`config.mk`:
```
export PLATFORM = sky130hd
export DESIGN_NAME = tmds_decoder
export DESIGN_NICKNAME = d
export VERILOG_FILES = /design/src/rtl/tmds_pkg.sv /design/src/rtl/tmds_align_fsm.sv /design/src/rtl/tmds_decoder.sv
export SDC_FILE = /design/constraint.sdc
export NUM_CORES = 1
export LEC_CHECK = 0
export CAP_MARGIN = 10
export CORE_ASPECT_RATIO = 0.5
export CORE_MARGIN = 2
export CORE_UTILIZATION = 50
export DETAILED_ROUTE_END_ITERATION = 8
export GPL_ROUTABILITY_DRIVEN = 0
export PLACE_DENSITY = 0.72
export SYNTH_ARGS = -nofsm -noshare
export SYNTH_HDL_FRONTEND = slang
export SYNTH_SLANG_ARGS = --single-unit
```
`constraint.sdc`:
```
create_clock -name clk_pixel -period 4.99 [get_ports clk_pixel]
set_input_delay 0.499 -clock clk_pixel [delete_from_list [all_inputs] [get_ports clk_pixel]]
set_output_delay 0.499 -clock clk_pixel [all_outputs]
set_load 0.01 [all_outputs]
```
`src/rtl/tmds_pkg.sv`:
```
// Shared TMDS definitions: control-token words, alignment FSM states and the
// combinational word decoder used by the receive path.
package tmds_pkg;

    localparam logic [9:0] TOK_CTRL_00 = 10'b1101010100;
    localparam logic [9:0] TOK_CTRL_01 = 10'b0010101011;
    localparam logic [9:0] TOK_CTRL_10 = 10'b0101010100;
    localparam logic [9:0] TOK_CTRL_11 = 10'b1010101011;

    typedef enum logic [1:0] {
        ST_SEARCH = 2'd0,
        ST_SLIP   = 2'd1,
        ST_SETTLE = 2'd2,
        ST_LOCKED = 2'd3
    } align_state_e;

    typedef struct packed {
        logic       is_ctrl;
        logic [1:0] ctrl;
        logic [7:0] data;
    } tmds_word_t;

    function automatic tmds_word_t tmds_decode_word(input logic [9:0] w);
        tmds_word_t r;
        logic [7:0] q;
        r.is_ctrl = 1'b1;
        case (w)
            TOK_CTRL_00: r.ctrl = 2'b00;
            TOK_CTRL_01: r.ctrl = 2'b01;
            TOK_CTRL_10: r.ctrl = 2'b10;
            TOK_CTRL_11: r.ctrl = 2'b11;
            default: begin
                r.is_ctrl = 1'b0;
                r.ctrl    = 2'b00;
            end
        endcase
        // Undo the optional inversion, then the XOR/XNOR transition chain.
        q = w[9] ? ~w[7:0] : w[7:0];
        r.data[0] = q[0];
        for (int i = 1; i < 8; i++) begin
            r.data[i] = w[8] ? (q[i] ^ q[i-1]) : ~(q[i] ^ q[i-1]);
        end
        return r;
    endfunction

endpackage

```
`src/rtl/tmds_align_fsm.sv`:
```
// Word-alignment tracker: counts consecutive control tokens, times out the
// search with bit-slip requests and watches an established lock.
module tmds_align_fsm
    import tmds_pkg::*;
#(
    parameter int CTRL_RUN       = 32,
    parameter int SEARCH_TIMEOUT = 8192,
    parameter int SLIP_SETTLE    = 16
) (
    input  logic clk_pixel,
    input  logic rst_n,
    input  logic is_ctrl_i,
    output logic locked_o,
    output logic bitslip_o
);

    localparam int RUN_W = $clog2(CTRL_RUN) + 1;
    localparam int TMR_W = $clog2(SEARCH_TIMEOUT) + 1;
    localparam int SET_W = $clog2(SLIP_SETTLE) + 1;

    localparam logic [RUN_W-1:0] RUN_MAX  = RUN_W'(CTRL_RUN);
    localparam logic [TMR_W-1:0] TMR_LAST = TMR_W'(SEARCH_TIMEOUT - 1);
    localparam logic [SET_W-1:0] SET_LAST = SET_W'(SLIP_SETTLE - 1);

    align_state_e     state_q, state_d;
    logic [RUN_W-1:0] run_q, run_d;
    logic [TMR_W-1:0] timer_q, timer_d;
    logic [SET_W-1:0] settle_q, settle_d;
    logic             locked_q, bitslip_q;
    logic             run_full_s;

    assign run_full_s = (run_q == RUN_MAX);

    // Consecutive-token run counter; the input is meaningless around a slip.
    always_comb begin
        run_d = run_q;
        if ((state_q == ST_SLIP) || (state_q == ST_SETTLE)) begin
            run_d = '0;
        end else if (!is_ctrl_i) begin
            run_d = '0;
        end else if (!run_full_s) begin
            run_d = run_q + RUN_W'(1);
        end else begin
            run_d = run_q;
        end
    end

    // Next-state logic; one timer serves as search timer and lock watchdog.
    always_comb begin
        state_d  = state_q;
        timer_d  = timer_q;
        settle_d = settle_q;
        case (state_q)
            ST_SEARCH: begin
                if (run_full_s) begin
                    state_d = ST_LOCKED;
                    timer_d = '0;
                end else if (timer_q == TMR_LAST) begin
                    state_d = ST_SLIP;
                    timer_d = '0;
                end else begin
                    timer_d = timer_q + TMR_W'(1);
                end
            end
            ST_SLIP: begin
                state_d  = ST_SETTLE;
                settle_d = '0;
            end
            ST_SETTLE: begin
                if (settle_q == SET_LAST) begin
                    state_d  = ST_SEARCH;
                    timer_d  = '0;
                    settle_d = '0;
                end else begin
                    settle_d = settle_q + SET_W'(1);
                end
            end
            ST_LOCKED: begin
                if (run_full_s) begin
                    timer_d = '0;
                end else if (timer_q == TMR_LAST) begin
                    state_d = ST_SEARCH;
                    timer_d = '0;
                end else begin
                    timer_d = timer_q + TMR_W'(1);
                end
            end
            default: begin
                state_d  = ST_SEARCH;
                timer_d  = '0;
                settle_d = '0;
            end
        endcase
    end

    // State, counters and registered status outputs.
    always_ff @(posedge clk_pixel or negedge rst_n) begin
        if (!rst_n) begin
            state_q   <= ST_SEARCH;
            run_q     <= '0;
            timer_q   <= '0;
            settle_q  <= '0;
            locked_q  <= 1'b0;
            bitslip_q <= 1'b0;
        end else begin
            state_q   <= state_d;
            run_q     <= run_d;
            timer_q   <= timer_d;
            settle_q  <= settle_d;
            locked_q  <= (state_d == ST_LOCKED);
            bitslip_q <= (state_d == ST_SLIP);
        end
    end

    assign locked_o  = locked_q;
    assign bitslip_o = bitslip_q;

endmodule

```
`src/rtl/tmds_decoder.sv`:
```
// TMDS receive decoder: 10-bit word to pixel byte / control value / data
// enable, with word alignment. Optional error counter: TMDS_DECODER_ERR_CNT_EN.
module tmds_decoder
    import tmds_pkg::*;
#(
    parameter int CTRL_RUN       = 32,
    parameter int SEARCH_TIMEOUT = 8192,
    parameter int SLIP_SETTLE    = 16
) (
    input  logic        clk_pixel,
    input  logic        rst_n,
    input  logic [9:0]  tmds_in,
    output logic [7:0]  data_out,
    output logic [1:0]  ctrl,
    output logic        data_en,
    output logic        locked,
    output logic        bitslip
`ifdef TMDS_DECODER_ERR_CNT_EN
    ,
    output logic [15:0] err_count
`endif
);

    tmds_word_t word_s;
    logic [7:0] data_q, data_d;
    logic [1:0] ctrl_q, ctrl_d;
    logic [1:0] last_ctrl_q, last_ctrl_d;
    logic       en_q, en_d;

    assign word_s = tmds_decode_word(tmds_in);

    tmds_align_fsm #(
        .CTRL_RUN       (CTRL_RUN),
        .SEARCH_TIMEOUT (SEARCH_TIMEOUT),
        .SLIP_SETTLE    (SLIP_SETTLE)
    ) u_align (
        .clk_pixel (clk_pixel),
        .rst_n     (rst_n),
        .is_ctrl_i (word_s.is_ctrl),
        .locked_o  (locked),
        .bitslip_o (bitslip)
    );

    // Output next-state; last token is tracked even while unlocked so the
    // first data word after lock already carries the right control value.
    always_comb begin
        data_d      = word_s.data;
        last_ctrl_d = word_s.is_ctrl ? word_s.ctrl : last_ctrl_q;
        if (locked) begin
            ctrl_d = last_ctrl_d;
            en_d   = ~word_s.is_ctrl;
        end else begin
            ctrl_d = 2'b00;
            en_d   = 1'b0;
        end
    end

    // Output registers.
    always_ff @(posedge clk_pixel or negedge rst_n) begin
        if (!rst_n) begin
            data_q      <= 8'h00;
            ctrl_q      <= 2'b00;
            last_ctrl_q <= 2'b00;
            en_q        <= 1'b0;
        end else begin
            data_q      <= data_d;
            ctrl_q      <= ctrl_d;
            last_ctrl_q <= last_ctrl_d;
            en_q        <= en_d;
        end
    end

    assign data_out = data_q;
    assign ctrl     = ctrl_q;
    assign data_en  = en_q;

`ifdef TMDS_DECODER_ERR_CNT_EN
    logic [15:0] err_q, err_d;
    logic        locked_prev_q;

    // Saturating count of slip pulses and lock losses.
    always_comb begin
        if ((bitslip || (locked_prev_q && !locked)) && (err_q != 16'hFFFF)) begin
            err_d = err_q + 16'd1;
        end else begin
            err_d = err_q;
        end
    end

    // Error counter and lock-edge history.
    always_ff @(posedge clk_pixel or negedge rst_n) begin
        if (!rst_n) begin
            err_q         <= 16'h0000;
            locked_prev_q <= 1'b0;
        end else begin
            err_q         <= err_d;
            locked_prev_q <= locked;
        end
    end

    assign err_count = err_q;
`endif

endmodule
```
==> summary.txt, run 1 <==
Sequential power share: 0.473
Final Max Slew Viols: 0
Dpl ws: 2.76 ns
Worst IR Drop VDD: 137 uV
Post-Syn Area: 0.00236 mm^2
Final net count: 279
# resized after CTS: 0
LEAKAGE: 0.00124 uW
Setup violators final: 0
Setup repair bufs after CTS: 0
Overall Global Routing Usage: 0.191
Initial core utilization: 0.528
Initial drt markers: 171
First-pass DRT Iterations: 4
Post-synth ARST share: 1.00
Antenna-violating nets left: 0
Worst-Margin Slew: 0.899 ns
Worst-path cell chain: inv_1, ha_1, nor2b_1, a21o_2, or4_1, a21oi_1
Routed via count: 1,743
Tcrit/Tclk final: 0.457
Post-CTS Hold Buffers: 0
Layout cells sized above 1: 0.0794
H-tree depth: 2
Port buffer count: 24
Clk pwr share: 0.355
Startpoint Class: register
Area of the multi-input gates: 0.00119 mm^2
Synth warnings: 0
PwrDens: 327 mW/mm^2
Commonest non-fill, non-tap cell in the layout: dfrtp_1
WP data required: 5.21 ns
Fill cell count: 374
CP endpoint kind: register
Crit-path slowest cell: or4_1
Yosys reg bits: 42
Sequential cell area: 0.00105 mm^2
Top FF cell, synth: dfrtp_1
First-pass GRT wire length: 7850 um
Area grow syn2layout: 17.1%
Switch share: 0.267
RSZ-0062 raised after global routing: false
Fmax achieved: 0.438 GHz
R2R depth: 6
Clock Pin Slew Worst Setup and Hold Paths: 0.08 ns
Synth Net Count: 254
CTS tree: yes
CP peak stage delay: 0.50 ns
Largest net degree at the start of global routing: 43
Root buffer selected by CTS: clkbuf_8
Post-synth cell types: 50
Min Tclk post-route: 2.28 ns
Reg2Reg Launch Point: u_align.state_q[0]$_DFF_PN0_
Number of remaining DRC errors: 0
Die Y: 52.6 um
Crit-path max FO: 16
Int Pwr: 661 uW
Row cnt: 17
Seq/Total Area, Yosys: 0.446
Max_cap viols: 0
CTS buffer count: 5
Syn Inst Count: 226
Clock buffer depth: 2
Slew headroom: 0.401
Highest-count cells in the layout ignoring fill and taps: dfrtp_1 (42), clkdlybuf4s50_1 (23), inv_1 (19)
Crit path kind: register to register
Ant diodes: 0
GRT overflow: 0
Num ports: 25
Die area: 0.00531 mm^2
EDFF count, synth: 0
R2r setup slk: 2.71 ns
Hold Vio Cnt, Final: 0
Core area: 0.00447 mm^2
Number of global-route vias before repair: 1,732
Initial antenna violation count: 0
DR vias/cell: 5.64
Mean Syn Cell Area: 10.4 um^2
Sink Count: 42
Crit path DAT: 2.50 ns
DRT Wirelength: 4450 um
Min-Delay Path Class: input pin to asynchronous set/reset pin
Clock Skews: 0.00721 ns
Outcome: completed
Gate power share: 0.172
Setup TNS: 0 ns
Worst-Skew Late Latency: 0.29 ns
Die X: 101 um
Net switching power: 241 uW
DP HPWL: 3240 um
FF-to-FF End: u_align.timer_q[5]$_DFFE_PN0P_
Final WS setup: 2.71 ns
Drt wl/cell: 14.4 um
[cell families after synthesis]
group | synth area share
flip-flops | 0.446
multiplexers | 0.00425
AO/OA/AOI/OAI | 0.156
XOR/XNOR | 0.0669
adder cells (fa/ha/maj) | 0.0849
AND/OR/NAND/NOR | 0.194
buffers and inverters | 0.0478
[synth_stat cells (5+ instances only)]
library cell,number,share of area
ha_1,16,0.085
nor3_1,5,0.011
xnor2_1,10,0.037
a21oi_1,12,0.025
xor2_1,8,0.030
and2_1,5,0.013
dfrtp_1,42,0.45
nand3_1,11,0.023
o21ai_0,5,0.011
and3_1,5,0.013
inv_1,19,0.030
nand2_1,16,0.025
nor2_1,8,0.013
[worst max-delay path: cells and delay by family (launching register included)]
kind            cells  cell delay, ns
simple gates        2            0.73
compound gates      2            0.49
fa+ha+maj           1            0.45
flops               1            0.44
buf+inv             1            0.10
[layer usage]
layer  vias up  global-route usage  share of wire
li1        858                   -              -
met1       843               0.243           0.48
met2        36               0.320           0.47
met3         6              0.0507          0.039
met4         0              0.0653          0.011
met5         -                   0              0
[power by group through the flow]
stage / Combinational (uW) / Sequential [uW] / Clock, uW
after detailed placement: 157 / 432 / 0
after CTS: 158 / 425 / 326
after global placement: 153 / 429 / 0
after global routing: 175 / 433 / 342
final: 155 / 427 / 320
after floorplan: 99.4 / 427 / 0
[cell type report]
class	instances	area share
clock buffers	5	0.0249
clock inverters	3	0.0249
inverters	19	0.0258
multi-input cells	159	0.432
flip-flops and latches	42	0.381
well taps	57	0.0258
repair buffers	24	0.0852
[how the worst max path moves through the flow]
stage,endpoint,from,cells after the start,slack [ns]
detailed placement,u_align.timer_q[9]$_DFFE_PN0P_,u_align.state_q[0]$_DFF_PN0_,6,2.76
finish,u_align.timer_q[5]$_DFFE_PN0P_,u_align.state_q[0]$_DFF_PN0_,6,2.71
global placement,ctrl[1]$_DFF_PN0_,tmds_in[8],5,2.86
CTS,u_align.timer_q[9]$_DFFE_PN0P_,u_align.state_q[0]$_DFF_PN0_,6,2.73
floorplan,u_align.timer_q[5]$_DFFE_PN0P_,u_align.state_q[0]$_DFF_PN0_,7,3.05
global route,u_align.timer_q[9]$_DFFE_PN0P_,u_align.state_q[0]$_DFF_PN0_,6,2.56
[sequential cells by signal, indices dropped and copies added, names as in the netlist]
register / flops
u_align.locked_o: 1
u_align.settle_q: 5
data_out: 8
data_en: 1
last_ctrl_q: 2
u_align.run_q: 6
u_align.state_q: 2
u_align.bitslip_o: 1
ctrl: 2
u_align.timer_q: 14
[stage by stage]
stage / cell area [um^2] / std cells / power (uW) / hold slack [ns] / util
2_1_floorplan: 2360 / 226 / 526 / 0.203 / -
3_3_place_gp: 2620 / 301 / 582 / 0.470 / 0.587
3_5_place_dp: 2620 / 301 / 589 / 0.465 / 0.587
4_1_cts: 2760 / 309 / 909 / 0.375 / 0.618
5_1_grt: 2760 / 309 / 950 / 0.417 / 0.618
6_report: 2760 / 309 / 902 / 0.322 / 0.618
(Power assumes the default switching activity.)
==> run 2, diff against run 1 <==
clock period = 2.1 ns   (was 4.99 ns; I/O delays follow)
==> run 2 against run 1 <==
Maximum frequency up 15%. First-iteration DRC count down 24%. Non-clock buffer count up 10. Largest power group unchanged. Critical endpoint unchanged. Final cell count up 3.2%. Global-route usage up 0.33 points. Hold slack better by 0.10 ns. Clock skew down 0.0046 ns. Sequential cell count unchanged. Via count up 0.63%. Wire length up 3.2%. Critical path type unchanged.
==> summary.txt, run 2 (synthesis gave the netlist of run 1 again) <==
Row cnt: 17 (unchanged)
Core area: 0.00447 mm^2 (unchanged)
Drt wl/cell: 14.4 um (about the same)
Max reg flops: 14 (unchanged)
Net switching power: 587 uW (was 241 uW)
Worst-Skew Late Latency: 0.29 ns (about the same)
Number of remaining DRC errors: 0 (unchanged)
DP HPWL: 3450 um (was 3240 um)
LEAKAGE: 0.00126 uW (was 0.00124 uW)
Layout cells sized above 1: 0.111 (was 0.0794)
CP endpoint kind: register (unchanged)
H-tree depth: 2 (unchanged)
Die Y: 52.6 um (unchanged)
Initial drt markers: 130 (was 171)
Sequential power share: 0.528 (was 0.473)
Highest-count cells in the layout ignoring fill and taps: dfrtp_1 (42), clkdlybuf4s50_1 (23), inv_1 (19) (unchanged)
First-pass GRT wire length: 7940 um (was 7850 um)
RSZ-0062 raised after global routing: false (unchanged)
Root buffer selected by CTS: clkbuf_8 (unchanged)
FF-to-FF End: u_align.timer_q[5]$_DFFE_PN0P_ (unchanged)
WP data required: 2.31 ns (was 5.21 ns)
Fmax achieved: 0.503 GHz (was 0.438 GHz)
Power, Total: 1920 uW (was 902 uW)
Min-Delay Path Class: input pin to asynchronous set/reset pin (unchanged)
Port buffer count: 24 (unchanged)
Clock Skews: 0.00261 ns (was 0.00721 ns)
Commonest non-fill, non-tap cell in the layout: dfrtp_1 (unchanged)
Setup violators final: 0 (unchanged)
Die area: 0.00531 mm^2 (unchanged)
Ant diodes: 0 (unchanged)
Outcome: completed (unchanged)
Critical Path Start: u_align.state_q[0]$_DFF_PN0_ (unchanged)
Initial core utilization: 0.528 (unchanged)
Initial antenna violation count: 0 (unchanged)
Worst IR Drop VDD: 415 uV (was 137 uV)
CTS buffer count: 5 (unchanged)
Slew headroom: 0.651 (was 0.401)
CTS tree: yes (unchanged)
Hold_ws: 0.427 ns (was 0.322 ns)
Min Tclk post-route: 1.99 ns (was 2.28 ns)
Crit path DAT: 2.20 ns (was 2.50 ns)
Startpoint Class: register (unchanged)
Final net count: 289 (was 279)
Hold Vio Cnt, Final: 0 (unchanged)
Crit path kind: register to register (unchanged)
Switch share: 0.305 (was 0.267)
Largest net degree at the start of global routing: 24 (was 43)
PwrDens: 687 mW/mm^2 (was 327 mW/mm^2)
Area of the multi-input gates: 0.00120 mm^2 (was 0.00119 mm^2)
Worst-Margin Slew: 0.523 ns (was 0.899 ns)
Placed insts: 308 (was 301)
Gate power share: 0.200 (was 0.172)
Sink Count: 42 (unchanged)
DR vias/cell: 5.50 (was 5.64)
GRT overflow: 0 (unchanged)
Max_cap viols: 0 (unchanged)
Clock Pin Slew Worst Setup and Hold Paths: 0.08 ns (about the same)
R2R depth: 6 (unchanged)
Crit-path max FO: 16 (unchanged)
Overall Global Routing Usage: 0.194 (was 0.191)
Tcrit/Tclk final: 0.947 (was 0.457)
Setup TNS: 0 ns (unchanged)
Biggest register: u_align.timer_q (unchanged)
Clk pwr share: 0.271 (was 0.355)
DRT Wirelength: 4600 um (was 4450 um)
Antenna-violating nets left: 0 (unchanged)
Routed via count: 1,754 (was 1,743)
First-pass DRT Iterations: 4 (unchanged)
Num ports: 25 (unchanged)
Clock buffer depth: 2 (unchanged)
Non-filler instance count after layout: 319 (was 309)
R2r setup slk: 0.11 ns (was 2.71 ns)
Fill cell count: 358 (was 374)
Layout Utilization: 0.626 (was 0.618)
Number of global-route vias before repair: 1,735 (was 1,732)
Int Pwr: 1340 uW (was 661 uW)
Final Max Slew Viols: 0 (unchanged)
Sequential cell area: 0.00105 mm^2 (unchanged)
Reg2Reg Launch Point: u_align.state_q[0]$_DFF_PN0_ (unchanged)
Die X: 101 um (unchanged)
Area grow syn2layout: 18.6% (was 17.1%)
==> run 2: repair_timing <==
item                                   4_1_cts  5_1_grt
gates resized for setup                      0        1
setup endpoints to repair                    0        3
hold buffers                                 1        0
buffers inserted                             0        2
endpoints found under the hold margin       21        0
==> run 2: metal layers <==
metal	wire length (um)	up-vias	global-route usage
met5	0	-	0
met4	27	0	0.0473
met3	157	4	0.0440
met2	2170	34	0.332
met1	2240	840	0.254
li1	-	876	-
==> run 2: worst max-delay path by stage <==
stage	to	cells past startpoint
floorplan	u_align.timer_q[5]$_DFFE_PN0P_	7
global placement	u_align.timer_q[5]$_DFFE_PN0P_	6
detailed placement	u_align.timer_q[5]$_DFFE_PN0P_	6
CTS	u_align.timer_q[5]$_DFFE_PN0P_	6
global route	u_align.timer_q[5]$_DFFE_PN0P_	6
finish	u_align.timer_q[5]$_DFFE_PN0P_	6
==> run 2: per-stage QoR <==
step / cell area [um^2] / setup WS (ns)
2_1_floorplan: 2360 / 0.160
3_3_place_gp: 2680 / 0.165
3_5_place_dp: 2680 / 0.0882
4_1_cts: 2780 / 0.0592
5_1_grt: 2800 / 0.0102
6_report: 2800 / 0.110
==> run 2: area by class of cell <==
type / instances / area share
multi-input combinational: 159 / 0.429
sequential: 42 / 0.376
timing repair buffer: 34 / 0.112
inverter: 19 / 0.0255
tap: 57 / 0.0255
clock buffer: 5 / 0.0246
clock inverter: 3 / 0.00761
==> run 2: power groups by stage <==
stage	Combinational (uW)	Clock [uW]	Sequential, uW
floorplan	236	0	1010
global placement	371	0	1020
detailed placement	382	0	1030
CTS	389	533	1010
global route	437	561	1030
finish	385	522	1020
==> run 2: worst max-delay path, stage by stage, from the launching register on <==
cell     delay [ns]
dfrtp_1        0.43
inv_1          0.09
ha_1           0.31
nor2b_1        0.18
a21o_4         0.27
or4_1          0.48
a21oi_1        0.17
